==> src/rtl/uart_tx_mmio_pkg.sv <==
// Shared bus and UART definitions for the MMIO transmitter.
// Response codes and FSM encoding live here for reuse by an RX path.
package uart_tx_mmio_pkg;

  localparam int BUS_WIDTH      = 32;
  localparam int BUS_RESP_WIDTH = 1;
  localparam int DIV_WIDTH      = 16;

  localparam logic [BUS_RESP_WIDTH-1:0] RESP_OKAY  = 1'b0;
  localparam logic [BUS_RESP_WIDTH-1:0] RESP_ERROR = 1'b1;

  typedef enum logic [1:0] {
    S_IDLE,
    S_START,
    S_DATA,
    S_STOP
  } uart_state_e;

endpackage

==> src/rtl/uart_tx_mmio_sync_fifo.sv <==
// Single-clock FIFO with first-word-fall-through output.
// Pointers carry one extra bit to tell full from empty.
module sync_fifo #(
  parameter int WIDTH = 8,
  parameter int DEPTH = 8
) (
  input  logic             clk,
  input  logic             rst,
  input  logic             push,
  input  logic             pop,
  input  logic [WIDTH-1:0] din,
  output logic [WIDTH-1:0] dout,
  output logic             full,
  output logic             empty
);

  localparam int AW = $clog2(DEPTH);
  localparam logic [AW:0] ONE = 1;

  logic [WIDTH-1:0] mem_q [DEPTH];
  logic [AW:0]      wr_q, wr_d;
  logic [AW:0]      rd_q, rd_d;
  logic             do_push;
  logic             do_pop;

  assign empty   = wr_q == rd_q;
  assign full    = (wr_q[AW] != rd_q[AW]) &&
                   (wr_q[AW-1:0] == rd_q[AW-1:0]);
  assign do_push = push && !full;
  assign do_pop  = pop && !empty;
  assign dout    = mem_q[rd_q[AW-1:0]];

  always_comb begin
    wr_d = wr_q;
    rd_d = rd_q;
    if (do_push) wr_d = wr_q + ONE;
    if (do_pop)  rd_d = rd_q + ONE;
  end

  always_ff @(posedge clk) begin
    if (rst) begin
      wr_q <= '0;
      rd_q <= '0;
    end else begin
      wr_q <= wr_d;
      rd_q <= rd_d;
    end
  end

  always_ff @(posedge clk) begin
    if (do_push) mem_q[wr_q[AW-1:0]] <= din;
  end

endmodule

==> src/rtl/uart_tx_mmio.sv <==
// MMIO UART transmitter: TXDATA/DIV registers, TX FIFO, 8N1 serialiser.
// tx is registered from the FSM state, so the line trails the state by one clock.
module uart_tx_mmio
  import uart_tx_mmio_pkg::*;
#(
  parameter logic [BUS_WIDTH-1:0] ADDR_TXDATA = 32'h8004,
  parameter logic [BUS_WIDTH-1:0] ADDR_DIV    = 32'h8008,
  parameter int                   DEFAULT_DIV = 16,
  parameter int                   FIFO_DEPTH  = 8
) (
  input  logic                      clk,
  input  logic                      rst,
  input  logic                      dw_data_addr_valid,
  output logic                      dw_data_addr_ready,
  input  logic [BUS_WIDTH-1:0]      dw_addr,
  input  logic [BUS_WIDTH-1:0]      dw_data,
  input  logic [BUS_WIDTH/8-1:0]    dw_strobe,
  output logic                      dw_resp_valid,
  input  logic                      dw_resp_ready,
  output logic [BUS_RESP_WIDTH-1:0] dw_resp,
  output logic                      tx,
  output logic                      busy
);

  localparam logic [DIV_WIDTH-1:0] DIV_RST = DIV_WIDTH'(DEFAULT_DIV);
  localparam logic [DIV_WIDTH-1:0] DIV_ONE = 1;

  logic                      accept, is_tx, is_div;
  logic                      push, pop, full, empty;
  logic [7:0]                head;
  logic                      pend_q, pend_d;
  logic [BUS_RESP_WIDTH-1:0] resp_q, resp_d;
  logic [DIV_WIDTH-1:0]      div_q, div_d;
  uart_state_e               state_q, state_d;
  logic [DIV_WIDTH-1:0]      baud_q, baud_d;
  logic [DIV_WIDTH-1:0]      fdiv_q, fdiv_d;
  logic [2:0]                bit_q, bit_d;
  logic [7:0]                shift_q, shift_d;
  logic                      tx_q, tx_d;
  logic                      baud_last;
  logic                      unused_bits;

  assign unused_bits = ^{dw_data[BUS_WIDTH-1:DIV_WIDTH],
                         dw_strobe[BUS_WIDTH/8-1:1]};

  assign dw_data_addr_ready = !rst && !pend_q && !full;
  assign accept        = dw_data_addr_valid && dw_data_addr_ready;
  assign is_tx         = dw_addr == ADDR_TXDATA;
  assign is_div        = dw_addr == ADDR_DIV;
  assign push          = accept && is_tx && dw_strobe[0];
  assign dw_resp_valid = pend_q;
  assign dw_resp       = resp_q;
  assign tx            = tx_q;
  assign busy          = !empty || (state_q != S_IDLE);
  assign baud_last     = baud_q == (fdiv_q - DIV_ONE);

  sync_fifo #(
    .WIDTH (8),
    .DEPTH (FIFO_DEPTH)
  ) u_fifo (
    .clk   (clk),
    .rst   (rst),
    .push  (push),
    .pop   (pop),
    .din   (dw_data[7:0]),
    .dout  (head),
    .full  (full),
    .empty (empty)
  );

  always_comb begin
    pend_d = pend_q;
    resp_d = resp_q;
    div_d  = div_q;
    if (pend_q && dw_resp_ready) pend_d = 1'b0;
    if (accept) begin
      pend_d = 1'b1;
      resp_d = (is_tx || is_div) ? RESP_OKAY : RESP_ERROR;
      if (is_div) begin
        div_d = (dw_data[DIV_WIDTH-1:0] == '0) ? DIV_ONE
                                               : dw_data[DIV_WIDTH-1:0];
      end
    end
  end

  always_comb begin
    state_d = state_q;
    baud_d  = baud_q;
    fdiv_d  = fdiv_q;
    bit_d   = bit_q;
    shift_d = shift_q;
    pop     = 1'b0;
    tx_d    = 1'b1;
    if (state_q != S_IDLE) begin
      baud_d = baud_last ? '0 : baud_q + DIV_ONE;
    end
    unique case (state_q)
      S_IDLE: begin
        if (!empty) begin
          pop     = 1'b1;
          shift_d = head;
          fdiv_d  = div_q;
          baud_d  = '0;
          state_d = S_START;
        end
      end
      S_START: begin
        tx_d = 1'b0;
        if (baud_last) begin
          bit_d   = '0;
          state_d = S_DATA;
        end
      end
      S_DATA: begin
        tx_d = shift_q[0];
        if (baud_last) begin
          shift_d = shift_q >> 1;
          bit_d   = bit_q + 3'd1;
          if (bit_q == 3'd7) state_d = S_STOP;
        end
      end
      S_STOP: begin
        if (baud_last) begin
          // back-to-back frames: reload straight into START
          if (!empty) begin
            pop     = 1'b1;
            shift_d = head;
            fdiv_d  = div_q;
            baud_d  = '0;
            state_d = S_START;
          end else begin
            state_d = S_IDLE;
          end
        end
      end
      default: state_d = S_IDLE;
    endcase
  end

  always_ff @(posedge clk) begin
    if (rst) begin
      pend_q  <= 1'b0;
      resp_q  <= RESP_OKAY;
      div_q   <= DIV_RST;
      state_q <= S_IDLE;
      baud_q  <= '0;
      fdiv_q  <= DIV_RST;
      bit_q   <= '0;
      shift_q <= '0;
      tx_q    <= 1'b1;
    end else begin
      pend_q  <= pend_d;
      resp_q  <= resp_d;
      div_q   <= div_d;
      state_q <= state_d;
      baud_q  <= baud_d;
      fdiv_q  <= fdiv_d;
      bit_q   <= bit_d;
      shift_q <= shift_d;
      tx_q    <= tx_d;
    end
  end

endmodule

==> config.mk <==
export PLATFORM = sky130hd
export DESIGN_NAME = uart_tx_mmio
export DESIGN_NICKNAME = d
export VERILOG_FILES = /design/src/rtl/uart_tx_mmio_pkg.sv /design/src/rtl/uart_tx_mmio_sync_fifo.sv /design/src/rtl/uart_tx_mmio.sv
export SDC_FILE = /design/constraint.sdc
export NUM_CORES = 1
export LEC_CHECK = 0
export BUFFER_PORTS_ARGS = -buffer_cell sky130_fd_sc_hd__buf_2
export CORE_MARGIN = 5
export CORE_UTILIZATION = 58
export CTS_BUF_LIST = sky130_fd_sc_hd__clkbuf_8 sky130_fd_sc_hd__clkbuf_16
export CTS_CLUSTER_DIAMETER = 200
export DETAILED_ROUTE_END_ITERATION = 8
export PLACE_DENSITY_LB_ADDON = 0.25
export SLEW_MARGIN = 20
export SYNTH_ARGS = -nofsm -noshare
export SYNTH_HDL_FRONTEND = slang
export SYNTH_SLANG_ARGS = --single-unit
==> constraint.sdc <==
create_clock -name clk -period 4.4 [get_ports clk]
set_input_delay 0.88 -clock clk [delete_from_list [all_inputs] [get_ports clk]]
set_output_delay 0.88 -clock clk [all_outputs]
set_load 0.01 [all_outputs]
# After elaboration in Yosys (flattened, before gate mapping)
# Memory sizes are Yosys's and may differ from the RTL's. A register that Yosys moved wholly into a read port is not among the register bits.
# Cells that the tools add are included.
[totals]
register_bits = 72
ram_bits = 64
inputBits = 72
output_inout_bits = 5
elab_cells = 93
memories = 1
[mem_list]
columns = ["memory", "depth", "width", "rd", "rd_ports_with_merged_regs", "write_ports", "line", "rtl"]
rows = [
  ["u_fifo.mem_q", 8, 8, 1, 1, 1, "uart_tx_mmio_sync_fifo.sv:20", "logic [WIDTH-1:0] mem_q [DEPTH];"],
]
[classes]
add_sub_neg = 5
eq_ne = 15
n_mux = 34
reduce_logical = 27
[op_table]
columns = ["op", "n"]
rows = [
  ["16-bit two-way mux", 7],
  ["32-bit by 16-bit equality test with 1-bit output, second input constant", 2],
  ["16-bit one-hot mux with 2 select lines", 2],
  ["8-bit two-way mux", 3],
  ["8-bit one-hot mux with 3 select lines", 1],
  ["16-bit by 1-bit adder with 16-bit output, second input constant", 1],
  ["16-bit equality test", 1],
  ["16-bit logical NOT", 1],
  ["16-bit by 1-bit subtractor with 16-bit output, second input constant", 1],
  ["3-bit two-way mux", 4],
  ["2-bit two-way mux", 5],
  ["2-bit inequality test, second input constant", 5],
  ["1-bit logical AND", 9],
  ["4-bit by 1-bit adder with 4-bit output, second input constant", 2],
  ["1-bit two-way mux", 8],
  ["2-bit one-hot mux with 4 select lines", 1],
  ["2-bit nonzero test", 4],
  ["3-bit one-hot mux with 2 select lines", 1],
  ["3-bit AND reduction", 2],
  ["5-bit AND reduction", 1],
  ["2-bit equality test, second input constant", 2],
  ["4-bit equality test", 1],
  ["1-bit logical NOT", 4],
  ["1-bit one-hot mux with 2 select lines", 2],
  ["9 further kinds", 11],
]

# Logic depth before layout (Yosys ltp)
[depth]
word_depth = 10
ltp_mapped = 15
depth_no_buf = 10

# Cells and area by module
# Synthesis repeated with hierarchy kept, for this count alone.
[unflattened]
hier_cells = 569
hier_area_um2 = 6632.6
[modules_own_cells]
columns = ["mod", "instances", "cells_each", "area_each_um2", "seq_area_each_um2"]
rows = [
  ["uart_tx_mmio", 1, 392, 3467.1, 1281.2],
  ["sync_fifo", 1, 177, 3165.5, 2142.1],
]

# Worst setup path before layout
# OpenSTA, ideal clock, no wires.
[synth_path]
path_type = "input -> register"
start = "input port rst"
end = "memory u_fifo.mem_q[6][0], enable pin"
setup_ns = 0.385
arrival_time_ns = 2.983
required_ns = 4.015
path_slack_ns = 1.032
cell_stages = 6
path_buffers = 1
cell_sequence = "clkbuf_1 -> nor3_1 -> nand3_1 -> nor3_1 -> nand2_1 -> nor3b_1"
[synth_between]
elab_chain_cells = 9
[synth_rtl]
columns = ["element", "line", "rtl"]
rows = [
  ["start: declaration", "uart_tx_mmio.sv:12", "input logic rst,"],
  ["1-bit logical NOT", "uart_tx_mmio.sv:46", "assign dw_data_addr_ready = !rst && !pend_q && !full;"],
  ["1-bit logical AND (2 in series)", "uart_tx_mmio.sv:46", ""],
  ["net dw_data_addr_ready", "uart_tx_mmio.sv:14", "output logic dw_data_addr_ready,"],
  ["1-bit logical AND", "uart_tx_mmio.sv:47", "assign accept = dw_data_addr_valid && dw_data_addr_ready;"],
  ["1-bit logical AND (2 in series)", "uart_tx_mmio.sv:50", "assign push = accept && is_tx && dw_strobe[0];"],
  ["1-bit logical AND", "uart_tx_mmio_sync_fifo.sv:29", "assign do_push = push && !full;"],
  ["1-bit two-way mux", "uart_tx_mmio_sync_fifo.sv:51", "if (do_push) mem_q[wr_q[AW-1:0]] <= din;"],
  ["1-bit two-way mux (not written as such)", "uart_tx_mmio_sync_fifo.sv:51", ""],
  ["end: declaration", "uart_tx_mmio_sync_fifo.sv:20", ""],
]
# The timed path passes the listed nets, and every way through them passes these cells.

# Final worst setup path
[layout_path]
start = "register fdiv_q[0]"
end = "register fdiv_q[4]"
[layout_between]
elab_chain_cells = 4
[layout_rtl]
columns = ["element", "line", "rtl"]
rows = [
  ["start: declaration", "uart_tx_mmio.sv:36", "logic [DIV_WIDTH-1:0] fdiv_q, fdiv_d;"],
  ["start signal: assignment", "uart_tx_mmio.sv:157", "fdiv_q <= fdiv_d;"],
  ["16-bit by 1-bit subtractor with 16-bit output", "uart_tx_mmio.sv:55", "assign baud_last = baud_q == (fdiv_q - DIV_ONE);"],
  ["16-bit equality test", "uart_tx_mmio.sv:55", ""],
  ["2-bit inequality test (no source line)", "n/a", ""],
  ["2-bit AND reduction (no source line)", "n/a", ""],
]
# No other way between the ends.
# A chain may end at the register's enable or synchronous reset.

==> qor.csv <==
metric,value,unit
status,finished clean,
dieArea,13300,µm²
endpoint_kind,flip-flop,
comb_power_share,0.071,
grt_pass1_wl,22700,µm
p_int,0.00220,W
hpwl,9280,µm
clk_pin_slew,0.06,ns
min_period_over_period,0.846,
cts-resized-gates,0,
clockRootBuffer,clkbuf_8,
finalCriticalPeriod,3.72,ns
hold_violations,0,
critPathLaunchType,flip-flop,
insertion_delay,0.53,ns
cp_max_fo,17,
initial_core_util,0.594,
clockPowerShare,0.456,
ys_seq_area_frac,0.532,
grt_max_degree,64,
seq_area,3420,µm²
cts_tree,done,
layout.nets,701,
synth_cells,568,
dieHeight,115,µm
antenna_found_initial,0,
routabilityCongestion,0.868,
drt-initial-drc-count,294,
p_seq_frac,0.474,
gr-total-overflow,0,
fin_tns_setup,0,ns
synth_nets,651,
diodes,0,
report.final.slew_viol_count,0,
cellPowerDensity,395,nW/µm²
syn_avg_cell_area,11.3,µm²
cts.sinks,139,
fillers,811,
post_cts_buffers,0,
hold_buffers,0,
track_usage,0.224,
synthesis.area,6440,µm²
p_sw,0.000701,W
finClkSkew,0.00766,ns
viasPerCell,5.84,
rows,38,
crit_arrival,4.14,ns
required,4.82,ns
switching_share,0.242,
clockBufferDepth,2,
vias,4499,
synth-edff-count,64,
synth_cell_types,63,
multi_input_area,2800,µm²
drive_above_1_share,0.200,
fmax,269,MHz
max_cap_violations,0,
fin_area,7340,µm²
worst_ir_drop_vdd,337,µV
first_global_vias,4625,
drtAntennaViolNets,0,
dr.pass1.iters,4,
hp-class,reg -> reg,
timing.hold.ws,0.464,ns
dp_cells,739,
cts_buffers,17,
tightest_slew,0.869,ns
remaining_drc_errors,0,
cts.htree.levels,4,
die_w,115,µm
setup_viol,0,
leakage,2.75,nW
yosys_most_used_dff,dfxtp_1,
wl_per_cell,17.7,µm
io_buffers,57,
fin_cells,771,
ios,77,
rsz0062_at_grt,no,
maxSlewHeadroom,0.416,
syn2layout_area_growth,14.0,%
drt_wl_total,13700,µm
yosysWarnings,0,
core_area,10800,µm²
async_flop_share,0,
dpl_cell_area,6790,µm²
ys_ff_latch,139,
path_class,reg -> reg,
-- cells by family (layout without fill, tap and decap cells) --
family                     after synthesis  count (layout)  synth area share
buffers and inverters                   48             111            0.0340
adders and majority gates               11              11            0.0214
DFF                                    139             139             0.532
and+or+nand+nor                        198             198             0.155
xor gates and xnor gates                37              37            0.0503
muxes                                   64              64             0.131
AOI/OAI and AO/OA                       71              71            0.0768
-- final timing paths --
path,startpoint,end,slack (ns),cells after the start
setup / recovery,fdiv_q[0],fdiv_q[4],0.68,10
hold / removal,shift_q[7],shift_q[7],0.46,2
setup reg to reg,fdiv_q[0],fdiv_q[4],0.68,10
hold reg to reg,shift_q[7],shift_q[7],0.46,2
-- synth_stat cells, types with 5 or more instances --
cell       n  area, µm²
inv_1     15       56.3
o21ai_0   16       80.1
ha_1      11        138
nand2_1   29        109
clkbuf_1  22       82.6
mux4_2    16        360
dfxtp_1   75       1500
mux2i_1   46        460
nand3_1   12       60.1
nor2_1    73        274
or3_1      6       37.5
nor3b_1    6       45.0
and3_1    10       62.6
edfxtp_1  64       1920
nand4_1    6       37.5
xor2_1    14        123
xnor2_1   23        201
nor4_1    14       87.6
a21oi_1   18       90.1
nor2b_1    5       31.3
nor3_1    13       65.1
-- layout by cell type, fill, tap and decap left out, types with 5 or more instances in the layout --
master / count
nor3b_1: 6
nand4_1: 6
a21oi_1: 18
nor3_1: 13
ha_1: 11
nor4_1: 14
clkbuf_16: 16
inv_1: 15
xnor2_1: 23
nand2_1: 29
edfxtp_1: 64
mux2i_1: 46
buf_2: 57
nand3_1: 12
dfxtp_1: 74
buf_4: 7
nor2b_1: 5
xor2_1: 14
mux4_2: 16
nor2_1: 73
o21ai_0: 16
and3_1: 10
or3_1: 6
-- critical path, stage by stage, from the launching register on --
cell	delay [ns]
dfxtp_1	0.38
inv_1	0.08
ha_1	0.33
or4b_1	0.63
or4_1	0.51
a32oi_1	0.20
mux2_1	0.16
o2111a_2	0.38
o21ba_2	0.55
nor2b_1	0.10
a211o_1	0.28
-- through the flow --
step / worst slack (ns) / total power (W) / util
finish: 0.680 / 0.00290 / 0.677
global route: 0.509 / 0.00301 / 0.677
floorplan: 1.03 / 0.00154 / -
CTS: 0.699 / 0.00292 / 0.677
detailed placement: 0.736 / 0.00161 / 0.626
global placement: 0.814 / 0.00160 / 0.626
-- state kept, by name (all words and copies together) (netlist names), named ones only --
signal         count
u_fifo.wr_q        4
dw_resp_valid      1
bit_q              3
state_q            2
shift_q            8
u_fifo.rd_q        4
tx                 1
u_fifo.mem_q      64
dw_resp            1
div_q             16
baud_q            16
fdiv_q            16
-- power groups by stage --
stage / sequential [W] / clock, W / combinational, W
finish: 0.00137 / 0.00132 / 0.000205
global route: 0.00138 / 0.00140 / 0.000229
CTS: 0.00137 / 0.00133 / 0.000207
detailed placement: 0.00140 / 0 / 0.000205
global placement: 0.00140 / 0 / 0.000197
floorplan: 0.00140 / 0 / 0.000143
-- area by class of cell --
| class | instances | area share |
|---|---|---|
| repair buffers | 64 | 0.0460 |
| multi-input cells | 381 | 0.381 |
| well taps | 140 | 0.0239 |
| clock buffers | 17 | 0.0564 |
| flip-flops and latches | 139 | 0.467 |
| clock inverters | 15 | 0.0187 |
| inverters | 15 | 0.00767 |
-- per-layer routing --
| metal | vias to the layer above | global-route usage | part of all wire |
|---|---|---|---|
| met5 | - | 0 | 0 |
| met1 | 2167 | 0.288 | 0.43 |
| li1 | 2179 | - | - |
| met2 | 137 | 0.370 | 0.49 |
| met4 | 0 | 0.0743 | 0.014 |
| met3 | 16 | 0.0605 | 0.066 |
No activity file was read; power rests on OpenSTA's default activity.
